===== src/rtl/load_store_unit.sv =====
// Load/store unit between the core and a word-wide data memory without byte enables; SB/SH use read-modify-write.
// Optional define LSU_MISALIGN_TRAP_EN: flag and suppress misaligned H/W accesses instead of clearing low address bits.
module load_store_unit #(
    parameter int ADDR_W     = 32,
    parameter int DMEM_WORDS = 64
) (
    input  logic              clk_i,
    input  logic              rst_i,
    input  logic              mem_read_i,
    input  logic              mem_write_i,
    input  logic [2:0]        funct3_i,
    input  logic [ADDR_W-1:0] addr_i,
    input  logic [31:0]       store_data_i,
    output logic [31:0]       load_data_o,
    output logic              stall_o,
    output logic              misaligned_o,
    output logic [ADDR_W-1:0] dmem_addr_o,
    output logic [31:0]       dmem_wd_o,
    output logic              dmem_we_o,
    input  logic [31:0]       dmem_rd_i
);

    typedef enum logic {IDLE, MERGE} state_t;

    localparam logic [ADDR_W-3:0] WORDS_LIM = (ADDR_W-2)'(DMEM_WORDS);

    state_t            state_q, state_d;
    logic [ADDR_W-1:0] lat_addr_q, lat_addr_d;
    logic [31:0]       lat_data_q, lat_data_d;
    logic [2:0]        lat_size_q, lat_size_d;
    logic [31:0]       rmw_word_q, rmw_word_d;

    logic              f3_b, f3_h, f3_w, f3_bu, f3_hu;
    logic              legal_ld, mis, oor;
    logic [ADDR_W-1:0] addr_eff;
    logic [7:0]        ld_byte;
    logic [15:0]       ld_half;
    logic [4:0]        mrg_sh;
    logic [31:0]       mrg_mask, mrg_word;

    assign f3_b     = (funct3_i == 3'b000);
    assign f3_h     = (funct3_i == 3'b001);
    assign f3_w     = (funct3_i == 3'b010);
    assign f3_bu    = (funct3_i == 3'b100);
    assign f3_hu    = (funct3_i == 3'b101);
    assign legal_ld = f3_b | f3_h | f3_w | f3_bu | f3_hu;

`ifdef LSU_MISALIGN_TRAP_EN
    assign mis      = ((f3_h | f3_hu) & addr_i[0]) | (f3_w & (addr_i[1:0] != 2'b00));
    assign addr_eff = addr_i;
`else
    assign mis = 1'b0;
    always_comb begin
        addr_eff = addr_i;
        if (f3_h | f3_hu) addr_eff[0] = 1'b0;
        if (f3_w)         addr_eff[1:0] = 2'b00;
    end
`endif

    assign oor = (addr_i[ADDR_W-1:2] >= WORDS_LIM);

    always_comb begin
        case (addr_eff[1:0])
            2'd0:    ld_byte = dmem_rd_i[7:0];
            2'd1:    ld_byte = dmem_rd_i[15:8];
            2'd2:    ld_byte = dmem_rd_i[23:16];
            default: ld_byte = dmem_rd_i[31:24];
        endcase
    end
    assign ld_half = addr_eff[1] ? dmem_rd_i[31:16] : dmem_rd_i[15:0];

    // Lane insertion for the second RMW cycle: byte lane for SB, half lane for SH.
    assign mrg_sh   = (lat_size_q == 3'b000) ? {lat_addr_q[1:0], 3'b000} : {lat_addr_q[1], 4'b0000};
    assign mrg_mask = ((lat_size_q == 3'b000) ? 32'h0000_00FF : 32'h0000_FFFF) << mrg_sh;
    assign mrg_word = (rmw_word_q & ~mrg_mask) | ((lat_data_q << mrg_sh) & mrg_mask);

    always_ff @(posedge clk_i or posedge rst_i) begin
        if (rst_i) begin
            state_q    <= IDLE;
            lat_addr_q <= '0;
            lat_data_q <= '0;
            lat_size_q <= '0;
            rmw_word_q <= '0;
        end else begin
            state_q    <= state_d;
            lat_addr_q <= lat_addr_d;
            lat_data_q <= lat_data_d;
            lat_size_q <= lat_size_d;
            rmw_word_q <= rmw_word_d;
        end
    end

    always_comb begin
        state_d      = state_q;
        lat_addr_d   = lat_addr_q;
        lat_data_d   = lat_data_q;
        lat_size_d   = lat_size_q;
        rmw_word_d   = rmw_word_q;
        load_data_o  = 32'h0;
        stall_o      = 1'b0;
        misaligned_o = 1'b0;
        dmem_addr_o  = {addr_eff[ADDR_W-1:2], 2'b00};
        dmem_wd_o    = store_data_i;
        dmem_we_o    = 1'b0;
        case (state_q)
            IDLE: begin
                misaligned_o = (mem_read_i | mem_write_i) & mis;
                if (mem_write_i) begin
                    if (!oor && !mis) begin
                        if (f3_w) begin
                            dmem_we_o = 1'b1;
                        end else if (f3_b | f3_h) begin
                            stall_o    = 1'b1;
                            state_d    = MERGE;
                            lat_addr_d = addr_eff;
                            lat_data_d = store_data_i;
                            lat_size_d = funct3_i;
                            rmw_word_d = dmem_rd_i;
                        end
                    end
                end else if (mem_read_i && legal_ld && !oor && !mis) begin
                    case (funct3_i)
                        3'b000:  load_data_o = {{24{ld_byte[7]}}, ld_byte};
                        3'b001:  load_data_o = {{16{ld_half[15]}}, ld_half};
                        3'b100:  load_data_o = {24'h0, ld_byte};
                        3'b101:  load_data_o = {16'h0, ld_half};
                        default: load_data_o = dmem_rd_i;
                    endcase
                end
            end
            MERGE: begin
                dmem_addr_o = {lat_addr_q[ADDR_W-1:2], 2'b00};
                dmem_wd_o   = mrg_word;
                dmem_we_o   = 1'b1;
                state_d     = IDLE;
            end
            default: state_d = IDLE;
        endcase
        // Reset dominates everything, including an in-flight MERGE write.
        if (rst_i) begin
            load_data_o  = 32'h0;
            stall_o      = 1'b0;
            misaligned_o = 1'b0;
            dmem_we_o    = 1'b0;
        end
    end

endmodule


===== config.mk =====
export PLATFORM = sky130hd
export DESIGN_NAME = load_store_unit
export DESIGN_NICKNAME = d
export VERILOG_FILES = /design/src/rtl/load_store_unit.sv
export SDC_FILE = /design/constraint.sdc
export NUM_CORES = 1
export LEC_CHECK = 0
export CAP_MARGIN = 20
export CORE_UTILIZATION = 44
export CTS_CLUSTER_DIAMETER = 30
export DETAILED_ROUTE_END_ITERATION = 8
export PLACE_DENSITY = 0.81
export SYNTH_ARGS = -nofsm -noshare
export SYNTH_HDL_FRONTEND = slang
export SYNTH_SLANG_ARGS = --single-unit

===== constraint.sdc =====
create_clock -name clk_i -period 7.1 [get_ports clk_i]
set_input_delay 2.13 -clock clk_i [delete_from_list [all_inputs] [get_ports clk_i]]
set_output_delay 2.13 -clock clk_i [all_outputs]
set_load 0.1 [all_outputs]

* Word-level counts from Yosys, hierarchy flattened
Index checks and enable logic that the tools add are counted.
Word-level totals: bits in registers 100, latch bits 0, bits in writable memories 0, bits in read-only memories 0, input bits 103, output and inout port bits 99, logic and storage cells 58, memories kept 0
Cells by class: add/subtract/negate cells 0, $mul 0, div/mod/pow operators 0, order comparisons 1, eq/ne operators 6, shifts and indexed selects 2, mux-type cells 25, bitwise operators 12, reduce and logical (&&, ||, !) cells 7
Operators with widths (number):
- 32-bit 2-to-1 mux | 6
- 32-bit one-hot mux with 4 select lines | 1
- 32-bit bitwise AND | 2
- 16-bit 2-to-1 mux | 2
- 32-bit inverter | 1
- 32-bit OR | 1
- 16-bit by 5-bit << shifter with 32-bit output | 1
- 32-bit by 5-bit << shifter with 32-bit output | 1
- 30-bit by 7-bit greater-or-equal comparator with 1-bit output, second input constant | 1
- 8-bit one-hot mux with 3 select lines | 1
- 1-bit 2-to-1 mux | 11
- 3-bit equality test, second input constant | 2
- 3-bit zero test | 2
- 1-bit OR | 5
- 5-bit AND reduction | 1
- 4-bit 2-to-1 mux | 1
- 1-bit one-hot mux with 2 select lines | 2
- 3-bit by 1-bit equality test with 1-bit output, second input constant | 1
- 3-bit by 2-bit equality test with 1-bit output, second input constant | 1
- 1-bit inverter | 3
- 2-bit by 1-bit equality test with 1-bit output, second input constant | 1
- 2-bit equality test, second input constant | 1
- 1-bit logical AND | 2
- 2-bit zero test | 1
- 2 further kinds | 2

* Longest topological paths before layout
depth after elaboration 11, depth in mapped cells 8, mapped depth without buffers 5

* Worst setup path before layout
Ideal clock, no wire load.
path kind input -> output, start input funct3_i[1], end output load_data_o[10], arrival 5.363 ns, required time 4.970 ns, setup slack -0.393 ns, cell stages on the path 6, buffers on the path 1, path through buf_2 -> nor3b_2 -> a211oi_2 -> o221ai_2 -> a21oi_2 -> a221oi_1
On the way: word-level cells in the longest chain between the ends 11, elaborated cells between the ends (all ways) 24, those cells by class eq/ne: 6; mux: 9; bitwise: 5; reduce/logical: 4
Ends and longest elaborated chain:
- start, declared | line 11 | input logic [2:0] funct3_i,
- 3-bit by 1-bit equality test with 1-bit output, or another cell as far along | line 42, 122
- 1-bit OR, on equally long branches | line 55, 46
- 1-bit 2-to-1 mux / 1-bit OR (equally long branches) | line 55, 46
- 2-bit 2-to-1 mux / 1-bit OR (equally long branches) | line 56, 46
- 2-bit equality test, or another cell as far along | line 63 | case (addr_eff[1:0])
- 8-bit one-hot mux with 3 select lines / 1-bit logical AND (equally long branches) | line 63, 121
- 32-bit one-hot mux with 4 select lines / 1-bit logical AND (equally long branches) | line 122, 121
- 32-bit 2-to-1 mux * | line 121 | end else if (mem_read_i && legal_ld && !oor && !mis) begin
- 32-bit 2-to-1 mux * | line 108 | if (mem_write_i) begin
- 32-bit 2-to-1 mux * | line 105 | case (state_q)
- 32-bit 2-to-1 mux * | line 140 | if (rst_i) begin
- end, declared | line 14 | output logic [31:0] load_data_o,
Mark *: on every way between the ends. The rest lies on a longest branch, timed or not.

* Final worst setup path
start input funct3_i[0], end output load_data_o[9]
Same word-level chain as after synthesis.

==> results by stage <==
Placed design:
- The quantity of I/O buffers inserted on ports is 198.
- The HPWL after detailed placement is 11,300 um.
- The congestion estimate from routability-driven global placement came to 0.834.

Route:
- For this block, the initial DRC count from the detailed router was 244.
- In the final routed layout, each cell accounts on average for 17.8 um.
- The detail-routed via count per cell is 5.42.
- In this run the remaining antenna-violating nets after routing total 0.
- The wire length reported by the detailed router is 14,700 um.
- The vias after detailed routing is 4,469.
- In the routed design, unresolved DRC markers number 0.
- For this run, the detailed router's first-pass iteration total came to 4.

Power:
- The cell area power density is 169 nW/um2.
- The standby leakage power is 0.00357 uW.
- The worst-case IR drop observed on VDD is 0.000101 V.
- In this run, flip-flops and latches consume 36.8% of the power.
- The proportion of total power due to net switching is 31.4%.
- Total power for the finished layout comes to 1300 uW.
- Of the total power, the clock network draws 39.0%.
- Summed over all nets, the switching power comes to 408 uW.
- The combinational share of power is 24.1%.
- Internal power comes to 891 uW.

Worst setup path:
- Data on the critical path is required at its endpoint by 4.97 ns.
- The endpoint identified for the worst register-to-register timing path is lat_data_q[3].
- The data arrival time of the worst path is 4.53 ns.
- The kind of start point of the critical path is an input port.
- The worst setup path is captured at a primary output.
- The kind of critical path is input port to primary output.
- The maximum fanout along the worst path is 17.
- The reg-to-reg critical path startpoint is state_q.
- The cell depth of the worst flop-to-flop path is 4.
- The reg2reg setup slack is 4.76 ns.

STA:
- The post-route minimum period is 6.66 ns.
- The final-report max-slew violation count is 0.
- For the pin with the worst max-slew slack, the measured transition is 1.02 ns.
- Setup repair after global routing left no endpoint under its margin.
- The total of endpoints with negative setup slack in the final report is 0.
- The final cycle utilization of the critical path is 93.9%.
- Derived from the worst setup path, the maximum achievable clock frequency is 0.150 GHz.
- The post-route worst hold slack is 0.500 ns.
- The number of hold violations in the final report is 0.
- Across the routed clock network, the largest skew measured is 0.00695 ns.
- The worst slew slack as a fraction of its limit is 31.5%.

Floorplanning:
- Pin placement for this block handled 202 I/O pins.
- The area of the placeable core is 11,000 um2.
- The height of the chip is 109 um.
- The initial standard-cell utilization of the core is 46.0%.
- The number of standard-cell rows in the floorplan is 38.
- The horizontal die dimension is 109 um.
- The die covers 12,000 um2.

Clock tree:
- The clock tree synthesis step divided the H-tree into 3 levels.
- The total setup buffers inserted after CTS is 0.
- The number of buffers inserted for hold repair after clock tree synthesis is 0.
- After clock tree synthesis, the clock-pin slew on the worst setup and hold paths is 0.06 ns.
- The clock latency at the later pin of the worst-skew pair is 0.33 ns.
- The clock passes through at most 2 buffers.
- The count of instances resized after the clock tree is built is 0.
- The TritonCTS clock tree is built.
- The cell sitting at the root of the clock tree is a clkbuf_16.
- The clock drives 84 sinks.
- The number of buffers created by CTS is 9.

Synth:
- The library cell occupying the most area in the post-synthesis netlist is dfrtp_1.
- After synthesis, the share of flip-flops with an asynchronous set or reset is 100%.
- The average footprint of a synthesized cell is 10.2 um2.
- The synthesized design contains 0 enable-type register cells.
- The synthesized design devotes to its leading area cell type 41.4% of total area.
- The most common cell in the synthesized netlist is mux2_2.
- The yosys synthesis warning count is 0.
- In this run, synthesis produced a sequential element count of 84.
- Synthesis handed over a netlist of 496 instances.
- In the post-synthesis netlist, the biggest area contributors are dfrtp_1 (41%), mux2_2 (23%), mux2i_1 (5.9%).
- The distinct cell type count after synthesis is 39.
- The dominant synthesized flop cell is dfrtp_1.
- The share of synthesized area occupied by flip-flops and latches is 41.4%.
- Summing every instance area after synthesis gives 5070 um2.
- Sorting the synthesized cells by how often they occur yields mux2_2 (102), dfrtp_1 (84), nor2_1 (53).

Hold path:
- The class of the tightest hold or removal check is flop to flop.
- The number of cells on the worst hold path is 1.
- The startpoint of the worst hold path is lat_addr_q[25].
- The path with the worst hold slack has its endpoint at lat_addr_q[25].

Flow run:
- The number of maximum-capacitance violations is 0.

GRT:
- The total overflow reported by the global router is 0.
- Entering global routing, the biggest net connects 82 pins.
- The via count of the first global-routing pass came to 4,501.
- The total routing resource utilization after global routing is 25.0%.
- The first global-routing pass estimated 22,600 um of wire.
- The initial antenna violation count is 0.

Finish:
- The repair_antennas step left the layout with diodes totalling 0.
- Compared with the post-synthesis result, the final layout area differs by 51.3%.
- The net count of the finished layout is 782.
- The filler cells instantiated in the layout total 783.
- The fraction of layout instances using a drive strength above 1 is 36.5%.

Status:
- The run finished with clean final reports.
critical path, cell delays in order:
cell	delay, ns
clkdlybuf4s50_1	0.86
nor2b_1	0.14
or3_1	0.36
o311a_1	0.17
a21oi_2	0.41
a221oi_1	0.22
buf_12	0.22
state kept, by name, summed over array words and instances (netlist names):
name,flops
lat_size_q,3
lat_addr_q,32
rmw_word_q,32
state_q,1
lat_data_q,16
logic make-up (layout without fill, tap and decap cells):
kind of cell / Yosys count / after routing / share of synthesized area [%]
other cells: 1 / 3 / 0.0739
compound gates: 71 / 71 / 8.86
simple gates: 151 / 151 / 14.8
flops: 84 / 84 / 41.4
mux: 132 / 132 / 28.6
buf+inv: 57 / 243 / 6.24
routing by layer:
metal	share of wire (%)	routed length (um)	vias up	track usage (%)
met1	40	5850	2136	30.0
li1	-	-	2101	-
met4	2.7	399	0	9.05
met2	50	7360	205	44.5
met5	0	0	-	0
met3	7.3	1070	27	4.80
metrics by stage:
step	setup TNS (ns)	cell area (um2)	worst slack (ns)	util, %	std cells
finish	0	7670	0.435	69.6	824
detailed placement	0	7350	0.429	66.6	808
CTS	0	7670	0.418	69.6	824
global route	0	7670	0.233	69.6	824
floorplan	-4.25	5150	-0.393	-	498
global placement	0	7350	0.509	66.6	808
layout by cell type (no fill, tap or decap), drive strengths merged:
cell type and instances:
buf 109, mux2 102, clkdlybuf4s50 102, dfrtp 84, nor2 54, nor2b 35
a21oi 35, mux2i 30, nand2 24, inv 19, o21ai 17, nor3 17
clkbuf 9, a221oi 9, nor4 7, nor4b 4, nand2b 3, conb 3
a211oi 3, nand4 2, clkinv 2, o32ai 2, bufinv 2, nand3 1
or3 1, o311a 1, nor3b 1, o221ai 1, o211ai 1, o31a 1
and3 1, o21a 1, and2 1
power groups by stage:
stage | combinational [uW] | clock [uW] | sequential, uW
after floorplan | 205 | 0 | 488
after global placement | 311 | 0 | 487
after detailed placement | 313 | 0 | 487
after CTS | 314 | 512 | 478
after global routing | 327 | 534 | 478
final | 314 | 508 | 478
layout make-up:
| type | count | area, um2 | area share (%) |
|---|---|---|---|
| clock buffer | 9 | 225 | 2.93 |
| clock inverter | 7 | 103 | 1.34 |
| inverter | 16 | 61.3 | 0.799 |
| multi-input combinational | 357 | 2740 | 35.7 |
| sequential | 84 | 2100 | 27.4 |
| tap | 140 | 175 | 2.28 |
| timing repair buffer | 211 | 2260 | 29.5 |
how the worst max path moves through the flow:
stage | slack, ns | from | cells past startpoint | to
2_1_floorplan | -0.39 | funct3_i[1] | 6 | load_data_o[10]
3_3_place_gp | 0.51 | addr_i[26] | 8 | load_data_o[11]
3_5_place_dp | 0.43 | addr_i[26] | 8 | load_data_o[11]
4_1_cts | 0.42 | addr_i[26] | 8 | load_data_o[11]
5_1_grt | 0.23 | addr_i[26] | 8 | load_data_o[10]
6_report | 0.44 | funct3_i[0] | 7 | load_data_o[9]
No activity file was read; power rests on OpenSTA's default activity.
